==> src/rtl/trena_serial_pkg.sv <==
// Shared constants and state encodings for the trena serial receiver.
package trena_serial_pkg;

    localparam logic [6:0] CHAR_HASH = 7'h23;
    localparam logic [6:0] CHAR_ZERO = 7'h30;
    localparam logic [6:0] CHAR_NOVE = 7'h39;

    // Frame parser states; the encoding is shown on the display as db_estado.
    typedef enum logic [3:0] {
        ESPERA_D2   = 4'd0,
        ESPERA_D1   = 4'd1,
        ESPERA_D0   = 4'd2,
        ESPERA_HASH = 4'd3,
        SINCRONIZA  = 4'd4
    } estado_parser_t;

    // Byte receiver states, one per bit slot of a 7E2 character.
    typedef enum logic [2:0] {
        OCIOSO   = 3'd0,
        INICIO   = 3'd1,
        DADOS    = 3'd2,
        PARIDADE = 3'd3,
        PARADA1  = 3'd4,
        PARADA2  = 3'd5
    } estado_rx_t;

    // True when the character is an ASCII decimal digit.
    function automatic logic eh_digito(input logic [6:0] c);
        return (c >= CHAR_ZERO) && (c <= CHAR_NOVE);
    endfunction

endpackage

==> src/rtl/rx_serial_7E2.sv <==
// 7E2 byte receiver: input synchroniser, bit timing counter and bit-slot FSM.
// Emits a one-cycle byte_ok with the character and its validity checks.
module rx_serial_7E2
    import trena_serial_pkg::*;
#(
    parameter int CLKS_POR_BIT = 434,
    parameter int MEIO_BIT     = CLKS_POR_BIT / 2
) (
    input  logic       clock,
    input  logic       reset,
    input  logic       entrada_serial,
    output logic [6:0] dado,
    output logic       byte_ok,
    output logic       paridade_ok,
    output logic       parada_ok
);

    localparam int CW = $clog2(CLKS_POR_BIT);
    localparam logic [CW-1:0] FIM_BIT  = CW'(CLKS_POR_BIT - 1);
    localparam logic [CW-1:0] FIM_MEIO = CW'(MEIO_BIT - 1);

    logic          sync1_q, sync2_q;
    estado_rx_t    estado_q, estado_d;
    logic [CW-1:0] cont_q, cont_d;
    logic [2:0]    bit_idx_q, bit_idx_d;
    logic [6:0]    dado_q, dado_d;
    logic          paridade_bit_q, paridade_bit_d;
    logic          parada1_q, parada1_d;
    logic          byte_ok_q, byte_ok_d;
    logic          paridade_ok_q, paridade_ok_d;
    logic          parada_ok_q, parada_ok_d;

    logic rx;
    logic fim_bit;

    assign rx      = sync2_q;
    assign fim_bit = (cont_q == FIM_BIT);

    // Two-flop synchroniser; resets to the idle-high line level.
    always_ff @(posedge clock or posedge reset) begin
        if (reset) begin
            sync1_q <= 1'b1;
            sync2_q <= 1'b1;
        end else begin
            sync1_q <= entrada_serial;
            sync2_q <= sync1_q;
        end
    end

    // Next-state logic: each slot is sampled at its centre, then the counter restarts.
    always_comb begin
        estado_d       = estado_q;
        cont_d         = cont_q + CW'(1);
        bit_idx_d      = bit_idx_q;
        dado_d         = dado_q;
        paridade_bit_d = paridade_bit_q;
        parada1_d      = parada1_q;
        byte_ok_d      = 1'b0;
        paridade_ok_d  = paridade_ok_q;
        parada_ok_d    = parada_ok_q;
        case (estado_q)
            OCIOSO: begin
                cont_d = '0;
                if (!rx) estado_d = INICIO;
            end
            INICIO: begin
                if (cont_q == FIM_MEIO) begin
                    cont_d    = '0;
                    bit_idx_d = 3'd0;
                    // A line that is high again at mid start bit was a glitch.
                    estado_d  = rx ? OCIOSO : DADOS;
                end
            end
            DADOS: begin
                if (fim_bit) begin
                    cont_d    = '0;
                    dado_d    = {rx, dado_q[6:1]};
                    bit_idx_d = bit_idx_q + 3'd1;
                    if (bit_idx_q == 3'd6) estado_d = PARIDADE;
                end
            end
            PARIDADE: begin
                if (fim_bit) begin
                    cont_d         = '0;
                    paridade_bit_d = rx;
                    estado_d       = PARADA1;
                end
            end
            PARADA1: begin
                if (fim_bit) begin
                    cont_d    = '0;
                    parada1_d = rx;
                    estado_d  = PARADA2;
                end
            end
            PARADA2: begin
                if (fim_bit) begin
                    cont_d        = '0;
                    byte_ok_d     = 1'b1;
                    paridade_ok_d = ~(^dado_q ^ paridade_bit_q);
                    parada_ok_d   = parada1_q & rx;
                    // Back to idle at mid stop bit so the next start edge is never missed.
                    estado_d      = OCIOSO;
                end
            end
            default: estado_d = OCIOSO;
        endcase
    end

    // State, counter and result registers.
    always_ff @(posedge clock or posedge reset) begin
        if (reset) begin
            estado_q       <= OCIOSO;
            cont_q         <= '0;
            bit_idx_q      <= 3'd0;
            dado_q         <= 7'd0;
            paridade_bit_q <= 1'b0;
            parada1_q      <= 1'b0;
            byte_ok_q      <= 1'b0;
            paridade_ok_q  <= 1'b0;
            parada_ok_q    <= 1'b0;
        end else begin
            estado_q       <= estado_d;
            cont_q         <= cont_d;
            bit_idx_q      <= bit_idx_d;
            dado_q         <= dado_d;
            paridade_bit_q <= paridade_bit_d;
            parada1_q      <= parada1_d;
            byte_ok_q      <= byte_ok_d;
            paridade_ok_q  <= paridade_ok_d;
            parada_ok_q    <= parada_ok_d;
        end
    end

    assign dado        = dado_q;
    assign byte_ok     = byte_ok_q;
    assign paridade_ok = paridade_ok_q;
    assign parada_ok   = parada_ok_q;

endmodule

==> src/rtl/trena_receptor_serial.sv <==
// Trena serial link receiver: parses "DDD#" frames into a 12-bit BCD measurement.
module trena_receptor_serial
    import trena_serial_pkg::*;
#(
    parameter int CLKS_POR_BIT = 434,
    parameter int MEIO_BIT     = CLKS_POR_BIT / 2
) (
    input  logic        clock,
    input  logic        reset,
    input  logic        entrada_serial,
    output logic [11:0] medida,
    output logic        pronto,
    output logic [6:0]  dado_recebido,
    output logic        erro_paridade,
    output logic        erro_quadro,
    output logic        erro_formato,
    output logic [3:0]  db_estado
);

    logic [6:0] rx_dado;
    logic       rx_byte_ok;
    logic       rx_paridade_ok;
    logic       rx_parada_ok;

    rx_serial_7E2 #(
        .CLKS_POR_BIT (CLKS_POR_BIT),
        .MEIO_BIT     (MEIO_BIT)
    ) u_rx (
        .clock          (clock),
        .reset          (reset),
        .entrada_serial (entrada_serial),
        .dado           (rx_dado),
        .byte_ok        (rx_byte_ok),
        .paridade_ok    (rx_paridade_ok),
        .parada_ok      (rx_parada_ok)
    );

    estado_parser_t estado_q, estado_d;
    logic [3:0]  dig2_q, dig2_d;
    logic [3:0]  dig1_q, dig1_d;
    logic [3:0]  dig0_q, dig0_d;
    logic [11:0] medida_q, medida_d;
    logic        pronto_q, pronto_d;
    logic [6:0]  dado_rec_q, dado_rec_d;
    logic        erro_par_q, erro_par_d;
    logic        erro_quadro_q, erro_quadro_d;
    logic        erro_formato_q, erro_formato_d;

    // Frame parser: digits go to shadow registers; medida is only written on '#'.
    always_comb begin
        estado_d       = estado_q;
        dig2_d         = dig2_q;
        dig1_d         = dig1_q;
        dig0_d         = dig0_q;
        medida_d       = medida_q;
        pronto_d       = 1'b0;
        dado_rec_d     = dado_rec_q;
        erro_par_d     = erro_par_q;
        erro_quadro_d  = erro_quadro_q;
        erro_formato_d = erro_formato_q;
        if (rx_byte_ok) begin
            dado_rec_d = rx_dado;
            if (!rx_paridade_ok || !rx_parada_ok) begin
                if (!rx_paridade_ok) erro_par_d = 1'b1;
                if (!rx_parada_ok)   erro_quadro_d = 1'b1;
                estado_d = SINCRONIZA;
            end else begin
                case (estado_q)
                    ESPERA_D2, ESPERA_D1, ESPERA_D0: begin
                        if (eh_digito(rx_dado)) begin
                            case (estado_q)
                                ESPERA_D2: begin dig2_d = rx_dado[3:0]; estado_d = ESPERA_D1;   end
                                ESPERA_D1: begin dig1_d = rx_dado[3:0]; estado_d = ESPERA_D0;   end
                                default:   begin dig0_d = rx_dado[3:0]; estado_d = ESPERA_HASH; end
                            endcase
                        end else begin
                            // A stray '#' already marks a frame boundary, so no resync is needed.
                            erro_formato_d = 1'b1;
                            estado_d = (rx_dado == CHAR_HASH) ? ESPERA_D2 : SINCRONIZA;
                        end
                    end
                    ESPERA_HASH: begin
                        if (rx_dado == CHAR_HASH) begin
                            medida_d       = {dig2_q, dig1_q, dig0_q};
                            pronto_d       = 1'b1;
                            erro_par_d     = 1'b0;
                            erro_quadro_d  = 1'b0;
                            erro_formato_d = 1'b0;
                            estado_d       = ESPERA_D2;
                        end else begin
                            erro_formato_d = 1'b1;
                            estado_d       = SINCRONIZA;
                        end
                    end
                    default: begin
                        if (rx_dado == CHAR_HASH) estado_d = ESPERA_D2;
                    end
                endcase
            end
        end
    end

    // Parser state and output registers.
    always_ff @(posedge clock or posedge reset) begin
        if (reset) begin
            estado_q       <= ESPERA_D2;
            dig2_q         <= 4'd0;
            dig1_q         <= 4'd0;
            dig0_q         <= 4'd0;
            medida_q       <= 12'h000;
            pronto_q       <= 1'b0;
            dado_rec_q     <= 7'd0;
            erro_par_q     <= 1'b0;
            erro_quadro_q  <= 1'b0;
            erro_formato_q <= 1'b0;
        end else begin
            estado_q       <= estado_d;
            dig2_q         <= dig2_d;
            dig1_q         <= dig1_d;
            dig0_q         <= dig0_d;
            medida_q       <= medida_d;
            pronto_q       <= pronto_d;
            dado_rec_q     <= dado_rec_d;
            erro_par_q     <= erro_par_d;
            erro_quadro_q  <= erro_quadro_d;
            erro_formato_q <= erro_formato_d;
        end
    end

    assign medida        = medida_q;
    assign pronto        = pronto_q;
    assign dado_recebido = dado_rec_q;
    assign erro_paridade = erro_par_q;
    assign erro_quadro   = erro_quadro_q;
    assign erro_formato  = erro_formato_q;
    assign db_estado     = estado_q;

endmodule

==> config.mk <==
export PLATFORM = sky130hd
export DESIGN_NAME = trena_receptor_serial
export DESIGN_NICKNAME = d
export VERILOG_FILES = /design/src/rtl/trena_serial_pkg.sv /design/src/rtl/rx_serial_7E2.sv /design/src/rtl/trena_receptor_serial.sv
export SDC_FILE = /design/constraint.sdc
export NUM_CORES = 1
export LEC_CHECK = 0
export BUFFER_PORTS_ARGS = -buffer_cell sky130_fd_sc_hd__buf_4
export CAP_MARGIN = 5
export CORE_ASPECT_RATIO = 0.6
export CORE_MARGIN = 1
export CORE_UTILIZATION = 45
export CTS_CLUSTER_SIZE = 20
export DETAILED_ROUTE_END_ITERATION = 12
export GPL_ROUTABILITY_DRIVEN = 0
export HOLD_SLACK_MARGIN = 0.08
export PLACE_DENSITY = 0.65
export SYNTH_ARGS = -nofsm -noshare
export SYNTH_HDL_FRONTEND = slang
export SYNTH_SLANG_ARGS = --single-unit
==> constraint.sdc <==
create_clock -name clock -period 2.9 [get_ports clock]
set_input_delay 0.725 -clock clock [delete_from_list [all_inputs] [get_ports clock]]
set_output_delay 0.725 -clock clock [all_outputs]
set_load 0.02 [all_outputs]
* Yosys cells after proc, flatten, opt, wreduce, memory -nomap -nowiden
Cells that the tools add are included.
** Storage, ports and cells
- Input bits :: 3
- Logic and storage cells :: 117
- Register bits after elaboration :: 68
- Output and inout port bits :: 27
** Operators by class
- Muxes and demuxes :: 36
- Add/subtract/negate cells :: 2
- Bitwise logic cells :: 5
- Reductions and logical operators :: 29
- $lt $le $gt $ge :: 2
- Eq/ne operators :: 22
** Operators with widths (count)
- $mux 3 :: 10
- $pmux 9 s3 :: 1
- $mux 9 :: 2
- $pmux 3 s6 :: 1
- $reduce_and 4->1 :: 4
- $reduce_and 5->1 :: 3
- $mux 1 :: 14
- $mux 4 :: 3
- $ne 2x1->1 const B :: 6
- $reduce_and 2->1 :: 5
- $add 9x1->9 const B :: 1
- $eq 3x3->1 const B :: 3
- $eq 9x8->1 const B :: 1
- $eq 9x9->1 const B :: 1
- $eq 4x2->1 const B :: 2
- $ne 2x2->1 const B :: 4
- $pmux 4 s2 :: 1
- $reduce_bool 2->1 :: 4
- $eq 7x6->1 const B :: 1
- $ge 7x6->1 const B :: 1
- $le 7x6->1 const B :: 1
- $reduce_and 7->1 :: 1
- $reduce_xor 7->1 :: 1
- $eq 3x2->1 const B :: 2
- other kinds (20) :: 23

* Logic depth before layout (Yosys ltp)
Gate-level depths: netlist of run 1.
- Depth in word-level cells :: 5
- Mapped depth :: 8
- Mapped depth without buffers :: 7

* Modules after synthesis
A second synthesis of run 1 with hierarchy kept.
** Unflattened totals
- Cells, all modules :: 236
- Area total of the unflattened synthesis :: 3076.7 um^2
** By module, submodules not included
- trena_receptor_serial :: sequential area each 950.9 um^2, instances 1, cells an instance 110, area each 1646.6 um^2
- rx_serial_7E2 :: sequential area each 728.2 um^2, instances 1, cells an instance 126, area each 1430.1 um^2

* Worst setup path before layout of run 1
Ideal clock, no wire load.
- Path type :: reg2reg
- Start :: register u_rx.dado_q[1], in the netlist u_rx.dado[1]
- End :: register dig1_q[0]
- Arrival time :: 1.853 ns
- Period minus slack after synthesis :: 1.978 ns
- Cell stages (with the launch flop) :: 8
- Slack :: 0.922 ns
- Data required time :: 2.775 ns
- Path buffers :: 0
- Setup time :: 0.125 ns
- Path through :: dfrtp_1 > inv_1 > ha_1 > and4_1 > a31oi_1 > o32a_1 > nor4b_4 > mux2_2
** On the way
- Word-level cells in the longest chain between the ends :: 3
- Elaborated cells between the ends (all ways) :: 4
- Classes of those cells :: order compare: 2; reduce/logical: 2
** Ends and longest elaborated chain
- from (decl) :: line rx_serial_7E2.sv:26 : logic [6:0] dado_q, dado_d;
- from (signal assigned) :: line rx_serial_7E2.sv:126 : dado_q <= dado_d;
- $ge 7x6->1 / $le 7x6->1 (equally long branches) :: line trena_serial_pkg.sv:29 : return (c >= CHAR_ZERO) && (c <= CHAR_NOVE);
- $logic_and 1x1->1 * :: line trena_serial_pkg.sv:29
- $reduce_and 5->1 (no source line) *
- to (signal assigned) :: line trena_receptor_serial.sv:119 : dig1_q <= dig1_d;
- to (decl) :: line trena_receptor_serial.sv:40 : logic [3:0] dig1_q, dig1_d;
Mark *: on every way between the ends. The rest lies on a longest branch, timed or not.
A chain may end at the register's enable or synchronous reset.

* Worst setup path after layout of run 1
- Start :: register u_rx.dado_q[3], in the netlist u_rx.dado[3]
- End :: register medida_q[2], in the netlist medida[2]
** On the way
- Word-level cells in the longest chain between the ends :: 2
** Ends and longest elaborated chain
- $eq 7x6->1 :: line trena_receptor_serial.sv:83 : if (rx_dado == CHAR_HASH) begin
- $reduce_and 4->1 (no source line)
- to (signal assigned) :: line trena_receptor_serial.sv:121 : medida_q <= medida_d;
- to (decl) :: line trena_receptor_serial.sv:42 : logic [11:0] medida_q, medida_d;
Every way passes these cells.

==> results of run 1 <==
-- registers in the layout, summed over array words and instances (netlist names) --
name                 cells
u_rx.paridade_ok         1
u_rx.parada1_q           1
dado_recebido            7
u_rx.parada_ok           1
u_rx.dado                7
dig2_q                   4
erro_quadro              1
db_estado                3
u_rx.bit_idx_q           3
u_rx.paridade_bit_q      1
u_rx.estado_q            3
u_rx.byte_ok             1
dig1_q                   4
dig0_q                   4
medida                  12
erro_paridade            1
u_rx.cont_q              9
erro_formato             1
pronto                   1
u_rx.rx                  1
u_rx.sync1_q             1
-- cell usage in the layout, fill, tap and decap left out, types with 2 or more instances in the layout --
| master | synthesis | routed |
|---|---|---|
| a211oi_1 | 2 | 2 |
| a21oi_1 | 4 | 4 |
| a31oi_1 | 2 | 2 |
| and2_1 | 2 | 2 |
| buf_4 | 2 | 31 |
| clkbuf_16 | 0 | 9 |
| clkinv_4 | 0 | 2 |
| clkinvlp_4 | 0 | 2 |
| dfrtp_1 | 65 | 65 |
| dfstp_2 | 2 | 2 |
| ha_1 | 12 | 12 |
| inv_1 | 17 | 16 |
| mux2_2 | 37 | 37 |
| mux2i_1 | 2 | 2 |
| nand2_1 | 16 | 16 |
| nand2b_1 | 4 | 4 |
| nand3_1 | 9 | 9 |
| nand4_1 | 2 | 2 |
| nor2_1 | 15 | 15 |
| nor2b_1 | 2 | 2 |
| nor3_1 | 3 | 3 |
| nor3_2 | 2 | 2 |
| o21ai_0 | 8 | 8 |
| o31ai_1 | 3 | 3 |
| o32a_1 | 2 | 2 |
| or3_1 | 2 | 2 |
| xnor2_1 | 7 | 7 |
| xor2_1 | 4 | 4 |
-- power groups by stage --
stage | Sequential (W) | Combinational [W] | Clock, W
2_1_floorplan | 0.000955 | 0.0000167 | 0
3_3_place_gp | 0.000956 | 0.0000260 | 0
3_5_place_dp | 0.000956 | 0.0000261 | 0
4_1_cts | 0.000939 | 0.0000261 | 0.00110
5_1_grt | 0.000939 | 0.0000291 | 0.00115
6_report | 0.000939 | 0.0000239 | 0.00108
-- worst paths after layout --
| path | from | endpoint |
|---|---|---|
| max in group asynchronous | reset | u_rx.rx |
| min in group asynchronous | reset | erro_quadro |
| max reg2reg | u_rx.dado[3] | medida[2] |
| min reg2reg | u_rx.sync1_q | u_rx.rx |
| min | u_rx.sync1_q | u_rx.rx |
| max | u_rx.dado[3] | medida[2] |
-- per-stage QoR --
step	power, W	instance area (µm²)
floorplan	0.000972	3110
global placement	0.000982	3390
detailed placement	0.000982	3390
CTS	0.00207	3690
global route	0.00212	3690
finish	0.00204	3690
-- worst register-to-register path, cell delays in order (launching register included) --
cell and delay, ns:
dfrtp_1 0.48, inv_1 0.14, ha_1 0.18, nand4b_1 0.30, nor3_4 0.66, mux2_2 0.42
-- final cells by class --
| type | count | area [µm²] | area share [%] |
|---|---|---|---|
| clock inverters | 7 | 76.3 | 2.07 |
| repair buffers | 31 | 233 | 6.31 |
| multi-input cells | 162 | 1300 | 35.2 |
| well taps | 87 | 109 | 2.95 |
| inverters | 18 | 70.1 | 1.90 |
| clock buffers | 9 | 225 | 6.10 |
| flip-flops and latches | 67 | 1680 | 45.5 |
-- per-layer routing --
| layer | track usage [%] | vias to the layer above | wire length [µm] |
|---|---|---|---|
| li1 | - | 962 | - |
| met1 | 29.5 | 978 | 3260 |
| met2 | 22.0 | 41 | 2180 |
| met3 | 7.19 | 4 | 247 |
| met4 | 6.00 | 0 | 43 |
| met5 | 0 | - | 0 |
-- cell families after synthesis --
logic type	synth area share (%)
other	0.121
AOI/OAI and AO/OA	6.60
adders and majority gates	4.83
DFF	54.0
buffers and inverters	4.23
xor gates and xnor gates	3.10
muxes	14.0
and+or+nand+nor	13.1
==> qor.csv, run 1 <==
metric;value;unit
crit_slowest_cell;nor3_4;
setup_viol_count_final;0;
final_util;55.3;%
syn-cell-area;3110;µm²
cts_max_level;3;
synth_nets;272;
root_buffer;clkbuf_16;
whs_path_depth;0;
cts_setup_buffers;0;
synth_area_leaders;dfrtp_1 52%, mux2_2 13%, ha_1 4.8%;
p_per_area;554;nW/µm²
cp_max_fo;13;
fin_worst_skew;0.00833;ns
final_hold_viol_count;0;
worst-path-buf-inv;1;
p_leak;1.75;nW
cap_viol_max_count;0;
cp_cell_sequence;inv_1 -> ha_1 -> nand4b_1 -> nor3_4 -> mux2_2;
vias_per_cell;5.21;
synth_top_area_cell;dfrtp_1;
relSlewSlack;56.0;%
synth_flop_cell;dfrtp_1;
clk_path_buf_depth;2;
switchingPower;0.000433;W
cts_num_sinks;67;
antenna_found_initial;0;
via_count;1985;
synth_seq_cells;67;
irDropWorstVdd;0.270;mV
crit_cells;5;
start_util;46.6;%
max_freq;437;MHz
numCtsBuffers;9;
crit_path_max_incr_delay;0.66;ns
critPathKind;reg2reg;
row_count;23;
holdBufCountCts;0;
place_hpwl;4040;µm
wl_per_cell;15.1;µm
grt_start_max_net_pins;26;
synth.most_common_cell;dfrtp_1;
diodes;0;
avgSynthCellArea;12.1;µm²
synthArstFlopShare;100;%
layout.nets;304;
report.final.slew_viol_count;0;
io_buffers;28;
r2r.worst_path.cells;5;
worstPathArrival;2.50;ns
seq_power_share;46.0;%
fin_ws;0.610;ns
rrSetupSlack;0.61;ns
die_x;109;µm
synth-edff-count;0;
internal_power;0.00161;W
fill_cells;564;
setup_tns;0;ns
worst_slew_pin_slew;0.659;ns
clk_latency;0.33;ns
grt_pass1_vias;1849;
ys.warnings.count;0;
num_io_pins;30;
clkSlewWorstSetupHoldPaths;0.06;ns
firstDrtPassIters;4;
synth_common_cells;65 x dfrtp_1, 37 x mux2_2, 17 x inv_1;
core;6680;µm²
fin_cells;381;
rsz0062_at_grt;no;
drive_gt1_share;31.6;%
cts_tree;yes;
p_clk_share;52.9;%
critPathTopFamily;simple AND/OR/NAND/NOR gates;
hold_class;reg2reg;
pre_cts_ws;0.600;ns
wirelength;5740;µm
drc_errors;0;
crit_required;3.11;ns
min_period;2.29;ns
synth_cell_type_count;51;
grt_pass1_wl;9760;µm
dieArea;7260;µm²
cts-resized-gates;0;
hold_slack;0.355;ns
first_iter_violations;110;
critPathLaunchType;register;
outcome;finished clean;
area_growth;18.7;%
synth_top_area_share;52.3;%
gr-total-overflow;0;
p_sw_share;21.2;%
end_kind;register;
netlist_instances;257;
grt_usage;18.6;%
period_share;79.0;%
postRouteAntennaNets;0;
dp.cells;365;
yosysSeqAreaShare;54.0;%
fp.dieH;66.4;µm
combinationalPowerShare;1.2;%
Note: power is estimated with default switching activity, not from simulation.
==> run 2, diff against run 1 <==
==> constraint.sdc (replaced) <==
create_clock -name clock -period 2.25 [get_ports clock]
set_input_delay 0.5625 -clock clock [delete_from_list [all_inputs] [get_ports clock]]
set_output_delay 0.5625 -clock clock [all_outputs]
set_load 0.02 [all_outputs]
==> run 2 against run 1 <==
Non-clock buffer count increased by 9; sequential power rose by 29%; fmax rose by 7.4%; die area stayed put; sequential share of layout area is 0.88 points lower; critical path depth grew 2; largest cell class unchanged.
==> qor.csv, run 2 (synthesis gave the netlist of run 1 again) <==
metric;value;unit
drc_errors;0;
combinationalPowerShare;1.3;%
root_buffer;clkbuf_16;
p_sw_share;19.1;%
setup_tns;0;ns
io_buffers;28;
irDropWorstVdd;0.519;mV
dp.cells;373;
final_hold_viol_count;0;
min_period;2.13;ns
firstDrtPassIters;4;
period_share;94.8;%
grt_pass1_wl;10000;µm
wl_per_cell;15.1;µm
die_x;109;µm
area_growth;21.0;%
seq_power_share;47.1;%
relSlewSlack;62.6;%
cts_num_sinks;67;
layout.nets;313;
gr-total-overflow;0;
largest_reg_flops;12;
grt_usage;19.2;%
cp_cell_sequence;inv_1 -> ha_1 -> inv_1 -> or4_1 -> a211oi_1 -> o31ai_1 -> a21o_1;
max_freq;469;MHz
vias_per_cell;5.16;
critPathTopFamily;compound AO/OA/AOI/OAI gates;
p_leak;1.80;nW
crit_slowest_cell;or4_1;
diodes;0;
start_util;46.6;%
cap_viol_max_count;0;
numCtsBuffers;9;
fin_cells;390;
critPathKind;reg2reg;
internal_power;0.00208;W
mostFrequentLayoutCells;65 x dfrtp_1, 39 x buf_4, 37 x mux2_2, 16 x nand2_1, 16 x inv_1;
grt_pass1_vias;1856;
antenna_found_initial;0;
grt_start_max_net_pins;68;
via_count;2012;
worst-path-buf-inv;2;
fin_worst_skew;0.00404;ns
rsz0062_at_grt;no;
worstPathArrival;2.34;ns
fin_total_pwr;0.00257;W
cp_max_fo;4;
switchingPower;0.000493;W
setup_viol_count_final;0;
report.final.slew_viol_count;0;
end_kind;register;
wirelength;5880;µm
cts_max_level;3;
p_per_area;684;nW/µm²
first_iter_violations;91;
num_io_pins;30;
crit_required;2.46;ns
crit_path_max_incr_delay;0.52;ns
p_clk_share;51.6;%
clk_path_buf_depth;2;
clk_latency;0.32;ns
fp.dieH;66.4;µm
worst_slew_pin_slew;0.547;ns
critPathLaunchType;register;
cts_tree;yes;
hold_slack;0.309;ns
row_count;23;
place_hpwl;4170;µm
drive_gt1_share;33.3;%
clkSlewWorstSetupHoldPaths;0.05;ns
dieArea;7260;µm²
hold_class;in2async;
path_common_cell;inv_1;
final_common_cell;dfrtp_1;
postRouteAntennaNets;0;
outcome;finished clean;
core;6680;µm²
## run 2: worst register-to-register path, cell delays in order, from the launching register on
cell	delay, ns
dfrtp_1	0.41
inv_1	0.09
ha_1	0.15
inv_1	0.07
or4_1	0.52
a211oi_1	0.44
o31ai_1	0.15
a21o_1	0.20
## run 2: worst paths after layout
kind	startpoint	end	slack (ns)	cells after the start
worst max-delay path	u_rx.cont_q[1]	u_rx.bit_idx_q[2]	0.12	7
worst min-delay path	reset	erro_quadro	0.31	3
worst max register to register	u_rx.cont_q[1]	u_rx.bit_idx_q[2]	0.12	7
worst min register to register	u_rx.sync1_q	u_rx.rx	0.35	0
max in group asynchronous	reset	u_rx.sync1_q	1.60	3
min in group clock	entrada_serial	u_rx.sync1_q	0.35	1
## run 2: cell type report
type | count | area (µm²)
fillers | 568 | 2910
inverters | 18 | 70.1
flip-flops and latches | 67 | 1680
repair buffers | 40 | 313
multi-input cells | 162 | 1300
clock inverters | 1 | 5.00
well taps | 87 | 109
clock buffers | 15 | 288
## run 2: per-layer routing
layer	vias up	part of all wire [%]	track usage [%]
met2	44	36	21.7
met5	-	0	0
met1	982	58	31.4
met3	8	4.4	5.91
li1	978	-	-
met4	0	1.6	8.50
## run 2: power by group through the flow
stage                     clock (W)  combinational, W  sequential (W)
after global placement            0         0.0000347         0.00123
final                       0.00133         0.0000327         0.00121
after floorplan                   0         0.0000215         0.00123
after CTS                   0.00137         0.0000349         0.00121
after global routing        0.00142         0.0000383         0.00121
after detailed placement          0         0.0000350         0.00123
## run 2: metrics by stage
| step | setup slack [ns] | util, % | instance area, µm² |
|---|---|---|---|
| floorplan | 0.00765 | - | 3110 |
| global placement | 0.178 | 51.9 | 3460 |
| detailed placement | 0.108 | 51.9 | 3460 |
| CTS | 0.0699 | 56.2 | 3750 |
| global route | 0.00887 | 56.4 | 3760 |
| finish | 0.118 | 56.4 | 3760 |
## run 2: what timing repair did
| action | CTS | global route |
|---|---|---|
| resized for setup | 0 | 1 |
| endpoints found under the setup margin | 0 | 8 |
| hold buffers | 0 | 0 |
| setup buffers | 0 | 1 |
